`config.mk`:
```
export PLATFORM = sky130hd
export DESIGN_NAME = digital_to_analog_stick_flat
export DESIGN_NICKNAME = d
export VERILOG_FILES = /design/src/rtl/digital_to_analog_stick_if.sv /design/src/rtl/digital_to_analog_stick.sv /design/src/flat_wrapper.sv
export SDC_FILE = /design/constraint.sdc
export NUM_CORES = 1
export LEC_CHECK = 0
export ABC_AREA = 1
export CORE_MARGIN = 2
export CORE_UTILIZATION = 62
export DETAILED_ROUTE_END_ITERATION = 12
export GPL_TIMING_DRIVEN = 0
export PLACE_DENSITY = 0.8
export SLEW_MARGIN = 20
export SYNTH_ARGS = -nofsm -noshare
export SYNTH_HDL_FRONTEND = slang
export SYNTH_SLANG_ARGS = --single-unit
```
`constraint.sdc`:
```
create_clock -name CLK -period 7.5 [get_ports CLK]
set_clock_uncertainty 0.2 [all_clocks]
set_input_delay 1.5 -clock CLK [delete_from_list [all_inputs] [get_ports CLK]]
set_output_delay 1.5 -clock CLK [all_outputs]
set_load 0.01 [all_outputs]
```
`src/rtl/digital_to_analog_stick_if.sv`:
```
// digital_to_analog_stick_if: direction/mode inputs and emulated X/Y outputs of the analog stick
// master drives PV, LF, RG, UP, DW, MODE, CENTER and reads AX, AY, ACTIVE; slave is the converter
interface digital_to_analog_stick_if #(
   parameter int W  = 8,
   parameter int VW = 9
);
   logic [VW-1:0] PV;
   logic          LF;
   logic          RG;
   logic          UP;
   logic          DW;
   logic          MODE;
   logic          CENTER;
   logic [W-1:0]  AX;
   logic [W-1:0]  AY;
   logic          ACTIVE;
   modport master (output PV, LF, RG, UP, DW, MODE, CENTER, input AX, AY, ACTIVE);
   modport slave  (input PV, LF, RG, UP, DW, MODE, CENTER, output AX, AY, ACTIVE);
endinterface

```
`src/rtl/digital_to_analog_stick.sv`:
```
// digital_to_analog_stick: turns held direction keys into an accelerating emulated analog X/Y position
// CLK pixel clock, RESET sync active-high; bus carries PV tick counter, LF/RG/UP/DW keys,
// MODE (0 spring, 1 hold), CENTER recentre, and registered AX/AY positions plus ACTIVE
module digital_to_analog_stick #(
   parameter int W         = 8,
   parameter int VW        = 9,
   parameter int TICK_LINE = 0,
   parameter int DELT_MIN  = 4,
   parameter int DELT_MAX  = 16,
   parameter int ACC       = 4,
   parameter int RET       = 15,
   parameter int LIM       = 120
) (
   input logic                  CLK,
   input logic                  RESET,
   digital_to_analog_stick_if.slave bus
);
   localparam int CTR = 2 ** (W - 1) - 1;
   localparam logic [VW-1:0]     TL    = TICK_LINE[VW-1:0];
   localparam logic signed [W+1:0] S_MIN = DELT_MIN[W+1:0];
   localparam logic signed [W+1:0] S_MAX = DELT_MAX[W+1:0];
   localparam logic signed [W+1:0] S_ACC = ACC[W+1:0];
   localparam logic signed [W+1:0] S_RET = RET[W+1:0];
   localparam logic signed [W+1:0] S_LIM = LIM[W+1:0];
   localparam logic signed [W+1:0] S_CTR = CTR[W+1:0];
   logic [VW-1:0] ppv;
   logic          tick;
   logic [1:0]    pos_in, neg_in;
   assign tick   = (bus.PV != ppv) && (bus.PV == TL);
   assign pos_in = {bus.UP, bus.LF};
   assign neg_in = {bus.DW, bus.RG};
   // axis 0 is X (LF/RG), axis 1 is Y (UP/DW); dir encoding 00 none, 01 positive, 10 negative
   for (genvar a = 0; a < 2; a++) begin : ax_g
      logic signed [W+1:0] acc, acc_n, step, step_n, use_s, sum, lim_s, rel, out_w;
      logic [1:0]          dir, dir_n, d;
      logic                held;
      logic [W-1:0]        q;
      always_comb begin
         held   = pos_in[a] ^ neg_in[a];
         d      = !held ? 2'b00 : pos_in[a] ? 2'b01 : 2'b10;
         use_s  = (d == dir) ? step : S_MIN;
         sum    = d[0] ? acc + use_s : acc - use_s;
         lim_s  = sum > S_LIM ? S_LIM : sum < -S_LIM ? -S_LIM : sum;
         // spring return snaps to zero once within one RET step so it never overshoots
         rel    = bus.MODE ? acc : acc > S_RET ? acc - S_RET : acc < -S_RET ? acc + S_RET : '0;
         acc_n  = bus.CENTER ? '0 : !tick ? acc : held ? lim_s : rel;
         step_n = (bus.CENTER || (tick && !held)) ? S_MIN : !tick ? step :
                  (use_s + S_ACC > S_MAX) ? S_MAX : use_s + S_ACC;
         dir_n  = bus.CENTER ? 2'b00 : tick ? d : dir;
         out_w  = acc_n + S_CTR;
      end
      always_ff @(posedge CLK) begin
         if (RESET) begin
            acc  <= '0;
            step <= S_MIN;
            dir  <= 2'b00;
            q    <= S_CTR[W-1:0];
         end else begin
            acc  <= acc_n;
            step <= step_n;
            dir  <= dir_n;
            q    <= out_w[W-1:0];
         end
      end
   end
   assign bus.AX = ax_g[0].q;
   assign bus.AY = ax_g[1].q;
   always_ff @(posedge CLK) begin
      if (RESET) begin
         ppv        <= '0;
         bus.ACTIVE <= 1'b0;
      end else begin
         ppv        <= bus.PV;
         bus.ACTIVE <= (ax_g[0].acc_n != '0) || (ax_g[1].acc_n != '0);
      end
   end
endmodule

```
`src/flat_wrapper.sv`:
```
// flat-port wrapper written by rule: the top's interface ports become plain ports
module digital_to_analog_stick_flat 
#(
   parameter int W         = 8,
   parameter int VW        = 9,
   parameter int TICK_LINE = 0,
   parameter int DELT_MIN  = 4,
   parameter int DELT_MAX  = 16,
   parameter int ACC       = 4,
   parameter int RET       = 15,
   parameter int LIM       = 120
)
  (CLK, RESET, bus_PV, bus_LF, bus_RG, bus_UP, bus_DW, bus_MODE, bus_CENTER, bus_AX, bus_AY, bus_ACTIVE);
  digital_to_analog_stick_if #(.W(W), .VW(VW)) bus_i ();
  input logic CLK;
  input logic RESET;
  input wire logic [$bits(bus_i.PV)-1:0] bus_PV;
  input wire logic [$bits(bus_i.LF)-1:0] bus_LF;
  input wire logic [$bits(bus_i.RG)-1:0] bus_RG;
  input wire logic [$bits(bus_i.UP)-1:0] bus_UP;
  input wire logic [$bits(bus_i.DW)-1:0] bus_DW;
  input wire logic [$bits(bus_i.MODE)-1:0] bus_MODE;
  input wire logic [$bits(bus_i.CENTER)-1:0] bus_CENTER;
  output wire logic [$bits(bus_i.AX)-1:0] bus_AX;
  output wire logic [$bits(bus_i.AY)-1:0] bus_AY;
  output wire logic [$bits(bus_i.ACTIVE)-1:0] bus_ACTIVE;
  assign bus_i.PV = bus_PV;
  assign bus_i.LF = bus_LF;
  assign bus_i.RG = bus_RG;
  assign bus_i.UP = bus_UP;
  assign bus_i.DW = bus_DW;
  assign bus_i.MODE = bus_MODE;
  assign bus_i.CENTER = bus_CENTER;
  assign bus_AX = bus_i.AX;
  assign bus_AY = bus_i.AY;
  assign bus_ACTIVE = bus_i.ACTIVE;
  digital_to_analog_stick #(.W(W), .VW(VW), .TICK_LINE(TICK_LINE), .DELT_MIN(DELT_MIN), .DELT_MAX(DELT_MAX), .ACC(ACC), .RET(RET), .LIM(LIM)) u_core (.CLK(CLK), .RESET(RESET), .bus(bus_i));
endmodule
```
==> results_dict.tcl <==
set metrics [dict create \
    run_status "complete, no violations" \
    gp_routability_congestion 0.972 \
    seq_area_frac_synth_pct 22.8 \
    final_cells 1149 \
    power.share.switching_pct 30.3 \
    synthCells 968 \
    drv_cap 0 \
    route.antenna.remaining_nets 0 \
    detail_route.vias_per_cell 5.52 \
    fraction_of_the_cycle_the_final_worst_path_needs_pct 93.1 \
    cts_buffers 9 \
    ys.flop_type "sky130_fd_sc_hd__dfxtp_1" \
    cts.hold.buffers_added 0 \
    fin_setup_tns_ps 0 \
    cpLargestDelayFamily "simple AND/OR/NAND/NOR gates" \
    number_of_register_bits_inferred_by_synthesis 70 \
    max_freq_mhz 143 \
    floorplan.die.height_um 104 \
    pwr-share-clk_pct 35.6 \
    numClockSinks 70 \
    layout.core_utilization_pct 70.3 \
    setup_viol_count_final 0 \
    detail_route.wl_per_cell_um 13.5 \
    cell_taking_the_most_area_after_synthesis "sky130_fd_sc_hd__dfxtp_1" \
    p_int_w 0.000534 \
    grt_util_all_layers_pct 29.7 \
    via_count 6344 \
    route.final.wire_length_mm 15.5 \
    yosys-top-cells-count "sky130_fd_sc_hd__nand2_1, sky130_fd_sc_hd__inv_1, sky130_fd_sc_hd__nor2_1, sky130_fd_sc_hd__nand3_1" \
    floorplan.rows 36 \
    grt_max_degree 13 \
    critPathLaunchType "input port" \
    timing.hold.ws_ps 272 \
    rsz0062_at_grt "false" \
    antenna_cells_inserted 0 \
    seqPwrFrac_pct 49.0 \
    critical_path.n_buffers_inverters 7 \
    ctsHtreeMaxLevel 3 \
    syn-mean-instance-area_um2 6.35 \
    antenna_violations_before_repair 0 \
    crit_fanout 10 \
    dr.pass1.iters 5 \
    final.min_clock_period_ps 6990 \
    worst_slew_pin_slew_ps 609 \
    grt_first_pass_wirelength_mm 26.5 \
    max_stage_delay_ps 480 \
    dp_hpwl_mm 12.0 \
    netSwitchingPower_w 0.000232 \
    synthToLayoutAreaGrowth_pct 10.7 \
    max-vdd-ir-drop_mv 0.0989 \
    dpl.cell_count 1134 \
    path_class "in2reg" \
    clockBufferDepth 2 \
    tritoncts "done" \
    share_comb_of_total_power_pct 15.3 \
    timing.critical_path.arrival_ps 7050 \
    synth_largest_type_area_fraction_pct 22.8 \
    yosys_warnings 0 \
    ffs_w_async_s_r_synth_pct 0 \
    global_route.overflow_total 0 \
    via_count_of_the_first_global_routing_pass 5746 \
    synth.most_common_cell "sky130_fd_sc_hd__nand2_1" \
    clock_latency_ps 380 \
    synthTopCellsByArea "sky130_fd_sc_hd__dfxtp_1, sky130_fd_sc_hd__nand2_1, sky130_fd_sc_hd__inv_1" \
    cts_setup_buffers 0 \
    die-area_um2 10700 \
    boundaryPins 34 \
    core_region_area_um2 9680 \
    initial_core_util_pct 63.5 \
    dr_iter_0_viols 486 \
    post_layout_net_count 1071 \
    number_of_synthesized_flops_with_an_enable_pin 0 \
    ys_types 52 \
    worst_slew_margin_rel_pct 59.1 \
    nFillCells 923 \
    io_buffer_count 33 \
    worstHoldPathType "reg2reg" \
    slew_violations 0 \
    worst_ep_required_time_ps 7560 \
    syn_area_um2 6150 \
    die_w_um 104 \
    cell_with_the_biggest_individual_delay_on_the_critical_path "sky130_fd_sc_hd__clkdlybuf4s50_1" \
    hold_viol_final 0 \
    clk_transition_reported_paths_ps 80 \
    drc_violations_left 0 \
    cts_root_buf "sky130_fd_sc_hd__clkbuf_8" \
    power_per_cell_area_nw_per_um2 113 \
    synth.net_count 1027 \
    total_leakage_power_nw 3.21 \
    drive_above_1_share_pct 5.81 \
    timing.critical_path.to_type "register" \
    cts_resized 0 \
]
[cell usage in the layout, fill, tap and decap left out, drive strengths merged, types with 2 or more instances in the layout]
cell type and n:
nor2 98, clkdlybuf4s50 33, nor3 24, a21o 2
dfxtp 70, a21oi 70, ha 40, fa 2
o21ai 62, o31ai 5, clkinvlp 2, xnor2 18
o22ai 7, nand3b 3, nand4 13, or2 3
nand2 227, xor2 39, buf 9, clkbuf 26
clkinv 3, o211ai 8, nor4 3, nand3 77
a211oi 6, inv 151, a31oi 7
[power groups by stage]
stage          Sequential (W)  Clock [W]  Combinational [W]
2_1_floorplan        0.000384          0          0.0000830
3_3_place_gp         0.000384          0           0.000115
3_5_place_dp         0.000384          0           0.000115
4_1_cts              0.000376   0.000278           0.000116
5_1_grt              0.000376   0.000290           0.000132
6_report             0.000376   0.000273           0.000118
[flip-flops by register name, summed over array words and instances (netlist names)]
register,count
u_core.ppv,9
u_core.bus.AX,8
u_core.ax_g.acc,20
u_core.bus.ACTIVE,1
u_core.ax_g.dir,4
u_core.ax_g.step,20
u_core.bus.AY,8
[metrics by stage]
step           instance area [µm²]  worst slack, ps  total power (W)
2_1_floorplan                 6150             1370         0.000467
3_3_place_gp                  6640              182         0.000499
3_5_place_dp                  6640              220         0.000500
4_1_cts                       6810              593         0.000770
5_1_grt                       6810             28.3         0.000798
6_report                      6810              514         0.000766
[final cells by class]
cell class	instances	area, µm²	area share, %
plain buffers	26	113	1.65
clock buffers	9	124	1.82
clock inverters	6	38.8	0.570
inverters	150	568	8.35
multi-input cells	722	4070	59.7
flip-flops and latches	70	1400	20.6
well taps	133	166	2.44
repair buffers	33	330	4.85
[worst register-to-register path, delay by kind of cell, from the launching register on]
family / cells / cell delay [ps]
AOI/OAI and AO/OA: 6 / 1140
DFF: 1 / 380
buffers and inverters: 5 / 380
xor gates and xnor gates: 1 / 100
adders and majority gates: 4 / 1190
and+or+nand+nor: 15 / 1920
[final timing paths]
path / from / to / slack [ps] / cells after the start
max: bus_RG / u_core.bus.AX[4] / 510 / 34
min: u_core.ax_g[0].step[8] / u_core.ax_g[0].step[8] / 270 / 2
max reg2reg: u_core.ax_g[0].dir[0] / u_core.bus.AX[4] / 2100 / 31
min reg2reg: u_core.ax_g[0].step[8] / u_core.ax_g[0].step[8] / 270 / 2
[layer usage]
layer	share of wire, %	vias to the layer above	global-route usage (%)
met5	0	-	0
met3	5.9	41	4.34
met2	45	197	48.8
met1	46	2866	39.3
met4	3.1	0	11.8
li1	-	3240	-
[cell families after synthesis]
group	count (synthesis)	share of synthesized area, %
flops	70	22.8
xor+xnor	57	8.43
fa+ha+maj	42	8.79
compound gates	174	15.9
simple gates	449	33.0
buf+inv	176	11.1
No activity file was read; power rests on OpenSTA's default activity.
